$ cat config.mk
export PLATFORM = sky130hd
export DESIGN_NAME = bsg_mesh_out_port_sched_flat
export DESIGN_NICKNAME = d
export VERILOG_FILES = /design/src/rtl/bsg_mesh_out_port_sched_if.sv /design/src/rtl/bsg_mesh_out_port_sched.sv /design/src/flat_wrapper.sv
export SDC_FILE = /design/constraint.sdc
export NUM_CORES = 1
export LEC_CHECK = 0
export ABC_CLOCK_PERIOD_IN_PS = 6200
export CAP_MARGIN = 20
export CORE_MARGIN = 4
export CORE_UTILIZATION = 25
export CTS_CLUSTER_SIZE = 16
export DETAILED_ROUTE_END_ITERATION = 10
export HOLD_SLACK_MARGIN = 0.06
export PLACE_DENSITY = 0.52
export SYNTH_ARGS = -nofsm -noshare
export SYNTH_HDL_FRONTEND = slang
export SYNTH_SLANG_ARGS = --single-unit
$ cat constraint.sdc
create_clock -name clk_i -period 6.2 [get_ports clk_i]
set_input_delay 1.55 -clock clk_i [delete_from_list [all_inputs] [get_ports clk_i]]
set_output_delay 1.55 -clock clk_i [all_outputs]
set_load 0.1 [all_outputs]
$ cat src/rtl/bsg_mesh_out_port_sched_if.sv
// Handshake bundle between the input-side FIFOs, the output-port
// scheduler and the downstream ready_and link.
interface bsg_mesh_out_port_sched_if #(
  parameter int reqs_p = 5
);
  localparam int id_w_lp = (reqs_p > 1) ? $clog2(reqs_p) : 1;

  logic [reqs_p-1:0]  v_i;
  logic [reqs_p-1:0]  yumi_o;
  logic [reqs_p-1:0]  sel_one_hot_o;
  logic [id_w_lp-1:0] grant_id_o;
  logic               v_o;
  logic               ready_and_i;
  logic               starve_o;

  // requester/link side: drives valids and downstream ready
  modport master (
    output v_i, ready_and_i,
    input  yumi_o, sel_one_hot_o, grant_id_o, v_o, starve_o
  );

  // scheduler side
  modport slave (
    input  v_i, ready_and_i,
    output yumi_o, sel_one_hot_o, grant_id_o, v_o, starve_o
  );
endinterface

$ cat src/rtl/bsg_mesh_out_port_sched.sv
// Output-port scheduler: round-robin among valid inputs, with a
// starvation override that hands the port to the lowest-index requester
// whose wait counter has saturated. Grant is combinational.
// Optional statistics: define BSG_MESH_OUT_SCHED_STATS_EN.
module bsg_mesh_out_port_sched #(
  parameter int reqs_p          = 5,
  parameter int starve_thresh_p = 15,
  parameter int stat_width_p    = 16
) (
  input  logic clk_i,
  input  logic reset_n_i,
  bsg_mesh_out_port_sched_if.slave bus
`ifdef BSG_MESH_OUT_SCHED_STATS_EN
  ,
  output logic [reqs_p-1:0][stat_width_p-1:0] grant_cnt_o,
  output logic [stat_width_p-1:0]             stall_cnt_o,
  output logic [stat_width_p-1:0]             starve_cnt_o
`endif
);
  localparam int id_w_lp   = (reqs_p > 1) ? $clog2(reqs_p) : 1;
  localparam int wait_w_lp = $clog2(starve_thresh_p + 1);
  localparam logic [wait_w_lp-1:0] thresh_lp = wait_w_lp'(starve_thresh_p);

  logic [id_w_lp-1:0]   r_last;
  logic [wait_w_lp-1:0] r_wait [reqs_p];

  logic [reqs_p-1:0]  w_sat;
  logic [reqs_p-1:0]  w_oh;
  logic [id_w_lp-1:0] w_gid;
  logic               w_any, w_ovr, w_xfer, w_found;
  int                 w_j;

  // requesters that are valid and have waited the full threshold
  always_comb begin
    w_sat = '0;
    for (int k = 0; k < reqs_p; k++)
      w_sat[k] = bus.v_i[k] && (r_wait[k] == thresh_lp);
  end

  assign w_any  = |bus.v_i;
  assign w_ovr  = |w_sat;
  assign w_xfer = w_any & bus.ready_and_i;

  // winner pick: lowest saturated index, else rotate upward from last+1
  always_comb begin
    w_gid   = '0;
    w_found = 1'b0;
    w_j     = 0;
    if (w_ovr) begin
      for (int k = 0; k < reqs_p; k++)
        if (w_sat[k] && !w_found) begin
          w_gid   = id_w_lp'(k);
          w_found = 1'b1;
        end
    end else begin
      for (int i = 1; i <= reqs_p; i++) begin
        w_j = int'(r_last) + i;
        if (w_j >= reqs_p) w_j = w_j - reqs_p;
        if (bus.v_i[w_j] && !w_found) begin
          w_gid   = id_w_lp'(w_j);
          w_found = 1'b1;
        end
      end
    end
    w_oh = '0;
    if (w_any) w_oh[w_gid] = 1'b1;
  end

  // all outputs are forced low in any reset cycle, not just after the edge
  assign bus.v_o           = reset_n_i & w_any;
  assign bus.sel_one_hot_o = reset_n_i ? w_oh : '0;
  assign bus.grant_id_o    = (reset_n_i && w_any) ? w_gid : '0;
  assign bus.yumi_o        = (reset_n_i && w_xfer) ? w_oh : '0;
  assign bus.starve_o      = reset_n_i & w_ovr;

  // pointer advances to the winner only when a flit actually moves
  always_ff @(posedge clk_i) begin
    if (!reset_n_i)  r_last <= id_w_lp'(reqs_p - 1);
    else if (w_xfer) r_last <= w_gid;
  end

  // per-requester saturating wait counters; cleared on yumi or dropped valid
  always_ff @(posedge clk_i) begin
    for (int k = 0; k < reqs_p; k++) begin
      if (!reset_n_i || !bus.v_i[k] || (w_xfer && w_oh[k]))
        r_wait[k] <= '0;
      else if (r_wait[k] != thresh_lp)
        r_wait[k] <= r_wait[k] + wait_w_lp'(1);
    end
  end

`ifdef BSG_MESH_OUT_SCHED_STATS_EN
  localparam logic [stat_width_p-1:0] sat_lp = '1;

  // saturating transfer / stall / override-win counters
  always_ff @(posedge clk_i) begin
    if (!reset_n_i) begin
      for (int k = 0; k < reqs_p; k++) grant_cnt_o[k] <= '0;
      stall_cnt_o  <= '0;
      starve_cnt_o <= '0;
    end else begin
      for (int k = 0; k < reqs_p; k++)
        if (w_xfer && w_oh[k] && grant_cnt_o[k] != sat_lp)
          grant_cnt_o[k] <= grant_cnt_o[k] + 1'b1;
      if (w_any && !bus.ready_and_i && stall_cnt_o != sat_lp)
        stall_cnt_o <= stall_cnt_o + 1'b1;
      if (w_xfer && w_ovr && starve_cnt_o != sat_lp)
        starve_cnt_o <= starve_cnt_o + 1'b1;
    end
  end
`else
  // counter width only sizes the statistics ports; keep it referenced
  if (stat_width_p < 1) begin : g_no_stats
  end
`endif
endmodule

$ cat src/flat_wrapper.sv
// flat-port wrapper written by rule: the top's interface ports become plain ports
module bsg_mesh_out_port_sched_flat 
#(
  parameter int reqs_p          = 5,
  parameter int starve_thresh_p = 15,
  parameter int stat_width_p    = 16
)
  (clk_i, reset_n_i, bus_v_i, bus_ready_and_i, bus_yumi_o, bus_sel_one_hot_o, bus_grant_id_o, bus_v_o, bus_starve_o);
  bsg_mesh_out_port_sched_if #(.reqs_p(reqs_p)) bus_i ();
  input  logic clk_i;
  input  logic reset_n_i;
  input wire logic [$bits(bus_i.v_i)-1:0] bus_v_i;
  input wire logic [$bits(bus_i.ready_and_i)-1:0] bus_ready_and_i;
  output wire logic [$bits(bus_i.yumi_o)-1:0] bus_yumi_o;
  output wire logic [$bits(bus_i.sel_one_hot_o)-1:0] bus_sel_one_hot_o;
  output wire logic [$bits(bus_i.grant_id_o)-1:0] bus_grant_id_o;
  output wire logic [$bits(bus_i.v_o)-1:0] bus_v_o;
  output wire logic [$bits(bus_i.starve_o)-1:0] bus_starve_o;
  assign bus_i.v_i = bus_v_i;
  assign bus_i.ready_and_i = bus_ready_and_i;
  assign bus_yumi_o = bus_i.yumi_o;
  assign bus_sel_one_hot_o = bus_i.sel_one_hot_o;
  assign bus_grant_id_o = bus_i.grant_id_o;
  assign bus_v_o = bus_i.v_o;
  assign bus_starve_o = bus_i.starve_o;
  bsg_mesh_out_port_sched #(.reqs_p(reqs_p), .starve_thresh_p(starve_thresh_p), .stat_width_p(stat_width_p)) u_core (.clk_i(clk_i), .reset_n_i(reset_n_i), .bus(bus_i));
endmodule
# ---- Word level (Yosys, flattened, before mapping)
# Memory sizes are Yosys's and may differ from the RTL's.
# Cells that the tools add are included.
dict set report op_classes {
  eq_ne 10
  muxes 87
  bitwise 8
  reduce_logical 47
  order_cmp 12
  add_sub_neg 15
}
# operator n
set ops {}
lappend ops {{2-to-1 mux 32 bit} 10}
lappend ops {{greater-or-equal comparator 32 x 4 -> 1 bit, second input constant} 5}
lappend ops {{less-than comparator 32 x 5 -> 1 bit, second input constant} 5}
lappend ops {{subtractor 32 x 4 -> 32 bit, second input constant} 5}
lappend ops {{2-to-1 mux 1 bit} 53}
lappend ops {{2-to-1 mux 3 bit} 8}
lappend ops {{logical AND 1 bit} 21}
lappend ops {{adder 4 x 1 -> 4 bit, second input constant} 5}
lappend ops {{== test 4 bit, second input constant} 5}
lappend ops {{2-to-1 mux 4 bit} 5}
lappend ops {{inequality test 4 bit, second input constant} 5}
lappend ops {{binary-select mux 1 bit (select 3 bit)} 5}
lappend ops {{2-to-1 mux 5 bit} 3}
lappend ops {{zero test 1 bit} 14}
lappend ops {{logical OR 1 bit} 10}
lappend ops {{OR reduction 5 bit} 2}
lappend ops {{adder 3 x 2 -> 4 bit, second input constant} 2}
lappend ops {{adder 3 x 3 -> 4 bit, second input constant} 2}
lappend ops {{bitwise OR 1 bit} 5}
lappend ops {{adder 3 x 1 -> 4 bit, second input constant} 1}
lappend ops {{less-than comparator 3 x 4 -> 1 bit, second input constant} 1}
lappend ops {{2-to-1 mux 2 bit} 2}
lappend ops {{AND 1 bit} 3}
lappend ops {{demux 1 bit (select 3 bit)} 1}
lappend ops {{greater-or-equal comparator 3 x 1 -> 1 bit, second input constant} 1}
dict set report word_totals {
  wordCells 181
  ff_bits 3
  memories 1
  output_inout_bits 15
  ram_bits 20
  inputBits 8
}
# name depth word_bits read_ports rd_clocked_by_memory_dff write_ports line_no
set mem_list {}
lappend mem_list {u_core.r_wait 5 4 5 0 5 bsg_mesh_out_port_sched.sv:25} ;# logic [wait_w_lp-1:0] r_wait [reqs_p];

# ---- Logic depth before layout (Yosys ltp)
# An unclocked memory read counts as a cell.
dict set report logic_depth {
  depth_word 36
  depth_mapped 16
  mapped_depth_nobuf 13
}

# ---- Worst setup path after synthesis
# OpenSTA, ideal clock, no wires.
dict set report synth_path {
  path_type {input port to output port}
  startpoint {in bus_v_i[3]}
  endpoint {out bus_grant_id_o[2]}
  arrival_time_ns 5.825
  path_buffers 2
  t_required_ns 4.650
  stages 10
  slack_ns -1.175
  path_cell_list {buf_2 -> mux2_4 -> o2111a_1 -> or3_4 -> and3_1 -> a311o_1 -> a221oi_4 -> o211ai_4 -> buf_6 -> nor3_1}
}
dict set report synth_between {
  elab_chain_len 22
  elab_cells_between_ends 48
  cone_classes {mux (33); reduce/logical (15)}
}
# item line_no
set synth_lines {}
lappend synth_lines {{start, declared} flat_wrapper.sv:12} ;# input wire logic [$bits(bus_i.v_i)-1:0] bus_v_i;
lappend synth_lines {{binary-select mux 1 bit (select 3 bit)} bsg_mesh_out_port_sched.sv:59} ;# if (bus.v_i[w_j] && !w_found) begin
lappend synth_lines {{2-to-1 mux 1 bit (implied by the code) (2 in series)} bsg_mesh_out_port_sched.sv:59}
lappend synth_lines {{2-to-1 mux 1 bit} bsg_mesh_out_port_sched.sv:59}
lappend synth_lines {{2-to-1 mux 1 bit} bsg_mesh_out_port_sched.sv:49} ;# if (w_ovr) begin
lappend synth_lines {{zero test 1 bit} bsg_mesh_out_port_sched.sv:59}
lappend synth_lines {{logical AND 1 bit} bsg_mesh_out_port_sched.sv:59}
lappend synth_lines {{2-to-1 mux 1 bit} bsg_mesh_out_port_sched.sv:59}
lappend synth_lines {{2-to-1 mux 1 bit} bsg_mesh_out_port_sched.sv:49}
lappend synth_lines {{[5 not listed]} -}
lappend synth_lines {{logical AND 1 bit} bsg_mesh_out_port_sched.sv:59}
lappend synth_lines {{2-to-1 mux 1 bit} bsg_mesh_out_port_sched.sv:59}
lappend synth_lines {{2-to-1 mux 1 bit} bsg_mesh_out_port_sched.sv:49}
lappend synth_lines {{zero test 1 bit} bsg_mesh_out_port_sched.sv:59}
lappend synth_lines {{logical AND 1 bit} bsg_mesh_out_port_sched.sv:59}
lappend synth_lines {{2-to-1 mux 3 bit} bsg_mesh_out_port_sched.sv:59}
lappend synth_lines {{2-to-1 mux 3 bit} bsg_mesh_out_port_sched.sv:49}
lappend synth_lines {{2-to-1 mux 3 bit (*)} bsg_mesh_out_port_sched.sv:72} ;# assign bus.grant_id_o = (reset_n_i && w_any) ? w_gid : '0;
lappend synth_lines {{end, declared} flat_wrapper.sv:16} ;# output wire logic [$bits(bus_i.grant_id_o)-1:0] bus_grant_id_o;
# Mark *: on every way between the ends. The rest lies on a longest branch, timed or not. The select of a mux whose other input is x is not followed.

# ---- Worst setup path after layout
dict set report layout_path {
  startpoint {in bus_v_i[3]}
  endpoint {out bus_sel_one_hot_o[2]}
}
dict set report layout_between {
  elab_chain_len 27
  elab_cells_between_ends 54
  cone_classes {order compare (2); mux (37); reduce/logical (15)}
}
# item line_no
set layout_lines {}
lappend layout_lines {{binary-select mux 1 bit (select 3 bit)} bsg_mesh_out_port_sched.sv:59}
lappend layout_lines {{2-to-1 mux 1 bit (implied by the code) (2 in series)} bsg_mesh_out_port_sched.sv:59}
lappend layout_lines {{2-to-1 mux 1 bit} bsg_mesh_out_port_sched.sv:59}
lappend layout_lines {{2-to-1 mux 1 bit} bsg_mesh_out_port_sched.sv:49}
lappend layout_lines {{zero test 1 bit} bsg_mesh_out_port_sched.sv:59}
lappend layout_lines {{logical AND 1 bit} bsg_mesh_out_port_sched.sv:59}
lappend layout_lines {{2-to-1 mux 1 bit} bsg_mesh_out_port_sched.sv:59}
lappend layout_lines {{2-to-1 mux 1 bit} bsg_mesh_out_port_sched.sv:49}
lappend layout_lines {{[10 not listed]} -}
lappend layout_lines {{2-to-1 mux 3 bit} bsg_mesh_out_port_sched.sv:59}
lappend layout_lines {{2-to-1 mux 3 bit} bsg_mesh_out_port_sched.sv:49}
lappend layout_lines {{less-than comparator 3 x 4 -> 1 bit (implied by the code) or greater-or-equal comparator 3 x 1 -> 1 bit (tied branches)} bsg_mesh_out_port_sched.sv:66} ;# if (w_any) w_oh[w_gid] = 1'b1;
lappend layout_lines {{logical AND 1 bit (implied by the code)} bsg_mesh_out_port_sched.sv:66}
lappend layout_lines {{2-to-1 mux 1 bit (implied by the code)} bsg_mesh_out_port_sched.sv:66}
lappend layout_lines {{demux 1 bit (select 3 bit)} -}
lappend layout_lines {{2-to-1 mux 5 bit (*)} bsg_mesh_out_port_sched.sv:66}
lappend layout_lines {{2-to-1 mux 5 bit (*)} bsg_mesh_out_port_sched.sv:71} ;# assign bus.sel_one_hot_o = reset_n_i ? w_oh : '0;
lappend layout_lines {{end, declared} flat_wrapper.sv:15} ;# output wire logic [$bits(bus_i.sel_one_hot_o)-1:0] bus_sel_one_hot_o;
# Marked as above.

==> results.md <==
* Post-synth EDFFs at 20
* CTS hold repair buffers at 0
* Layout cells sized above 1 at 19.7%
* RSZ-0062 raised after global routing: no
* Finished Layout Cells at 491
* Startpoint Class: input port
* Net count after synthesis at 349
* Vias in the first global route at 2511
* CTS tree: built
* Synth top area cells: edfxtp_1 (22%), ha_1 (6.9%), nand2_1 (4.7%)
* Adder-cell share of the synthesized area at 7.61%
* Post-Syn Area per Cell at 8.40 sq um
* Crit path launch: bus_v_i[3]
* Post-synthesis instance total at 325
* Synth top cells by count: nand2_1 (34), nor2_1 (24), edfxtp_1 (20)
* Setup CP Type: input port to output port
* Endpoints failing hold at 0
* Max-cap check violation count at 0
* Cts bufs inserted at 3
* Worst Path Arrival at 4520 ps
* YS warnings at 0
* Largest family of logic cells by synthesized area: compound AO/OA/AOI/OAI gates
* Yosys top cell by area: edfxtp_1
* Net count, final at 380
* HPWL Detailed at 5840 microns
* DR iter-0 viols at 244
* Root Driver: clkbuf_8
* Max incr delay on CP at 470 ps
* CP Cell Sequence: clkdlybuf4s50_1, mux2_4, o2111a_1, or3_4, and3_1, a311o_1, a221oi_4, o211ai_4, nor3_4, buf_12
* Fill count at 1136
* Inserted Diodes at 0
* Post-synth top area share at 22.0%
* Count leader, synth: nand2_1
* Simple-gate share of the synthesized area at 26.4%
* Placer congestion estimate at 0.854
* Max Slew Vio Count at 0
* Worst Skew at 2.69 ps
* First-pass GRT wire length at 12600 microns
* Reg2reg start: u_core.r_last[0]$_SDFFE_PN0P_
* Crit-path max FO at 7
* Die Area at 12700 sq um
* Worst-Margin Slew at 663 ps
* Port-buffer cells at 22
* Mux contribution to synthesized area at 4.63%
* Final antenna-violating net count at 0
* Share of flip-flops with an asynchronous set or reset at 0%
* Seq cells post-synth at 23
* Final count of negative-setup-slack endpoints at 0
* Clk_lat worst skew at 270 ps
* CTS clk-pin slew, worst paths at 80 ps
* Total Wirelength at 7660 microns
* Outcome: complete, no violations
* Initial Util at 26.1%
* Util after Layout at 32.9%
* Dpl cells at 486
* DRT Pass-1 Iters at 4
* Slowest stage cell on the critical path: clkdlybuf4s50_1
* Fmax at 0.165 GHz
* Final worst path period need at 6070 ps
* IO Count at 23
* Seq/Total Area, Yosys at 24.2%
* XOR/XNOR share of the synthesized area at 2.89%
* Layout area overhead at 26.1%
* Post-Place Worst Slack at 40.9 ps
* DRC at 0
* Max Buffers Root-to-Sink at 2
* Core area at 10500 sq um
* HP Class: flip-flop to flip-flop
* FP Rows at 37
* Largest net degree at the start of global routing at 37
* Chip Width at 113 microns
* Gr ovfl total at 0
* Sink Count at 23
* Final WS setup at 128 ps
* Via count at 2670
* Synth Flop Type: edfxtp_1
* Via density per instance at 5.44
* Syn Std Cell Area at 2730 sq um
* H-tree depth at 1
* CP endpoint kind: output port
* Worst Hold Launch: u_core.r_wait[4][0]$_SDFFCE_PN0P_
* Synth Area in Compound Gates at 28.3%
* Initial antenna violation count at 0
* WP data required at 4650 ps
* Slew headroom at 55.7%
* Post-synth cell types at 68
* Vert. Die Dim at 113 microns
* GRT Util Overall at 11.9%
* Drt wl/cell at 15.6 microns
* Period utilisation layout at 97.9%
==> path summary, 6_finish.rpt <==
check | slack, ps | depth (start not counted) | to
max | 130 | 10 | bus_sel_one_hot_o[2]
min | 600 | 1 | u_core.r_wait[4][0]$_SDFFCE_PN0P_
max reg2reg | 1730 | 15 | u_core.r_wait[2][0]$_SDFFCE_PN0P_
min reg2reg | 600 | 1 | u_core.r_wait[4][0]$_SDFFCE_PN0P_
==> cells in the final DEF, fill, tap and decap left out, drive strengths merged, types with 9 or more instances in the layout <==
cell	synthesis	final
buf	12	39
edfxtp	20	20
ha	15	15
nand3	13	13
nor3	14	14
a211oi	13	13
inv	12	12
nor2	24	24
nand2	34	34
o21ai	14	14
a21oi	19	19
mux2i	10	10
and3	9	9
==> state kept, by name (all words and copies together) (netlist names) <==
register,count
u_core.r_last,3
u_core.r_wait,20
==> metal layers <==
| metal | routed length, microns | GRT usage [%] |
|---|---|---|
| met1 | 3760 | 17.1 |
| met2 | 3380 | 18.5 |
| met3 | 413 | 1.99 |
| met4 | 108 | 2.96 |
| met5 | 0 | 0 |
==> cell type report <==
cell class                 count  area (sq um)  area share, %
timing repair buffer          46           541           15.7
tap                          136           170           4.94
clock buffer                   3          41.3           1.20
multi-input combinational    270          1980           57.5
inverter                      12          45.0           1.31
sequential                    23           661           19.2
clock inverter                 1          5.00          0.145
==> worst max-delay path: cells and delay by family <==
kind | cells | cell delay [ps]
multiplexers | 1 | 300
buffers and inverters | 2 | 680
AO/OA/AOI/OAI | 4 | 1170
AND/OR/NAND/NOR | 3 | 820
==> metrics by stage <==
stage | TNS (ps) | area, sq um | hold slack (ps)
global placement | 0 | 3360 | 590
finish | 0 | 3440 | 601
detailed placement | 0 | 3360 | 593
floorplan | -2750 | 2770 | 569
global route | 0 | 3440 | 638
CTS | 0 | 3400 | 608
==> kinds of logic (layout without fill, tap and decap cells) <==
group                    Yosys count  in the layout
buffers and inverters             32             62
XOR/XNOR                           9              9
flip-flops                        23             23
AO/OA/AOI/OAI                     98             98
AND/OR/NAND/NOR                  135            135
adder cells (fa/ha/maj)           16             16
multiplexers                      12             12
==> timing repair <==
action | 4_1_cts | 5_1_grt
buffers inserted | 0 | 1
hold endpoints to repair | 0 | 0
gates resized for setup | 0 | 6
endpoints found under the setup margin | 0 | 11
Power is left out: the tool's default activity adds up to more than one toggle a clock period on the data nets, which glitch-free logic cannot reach.
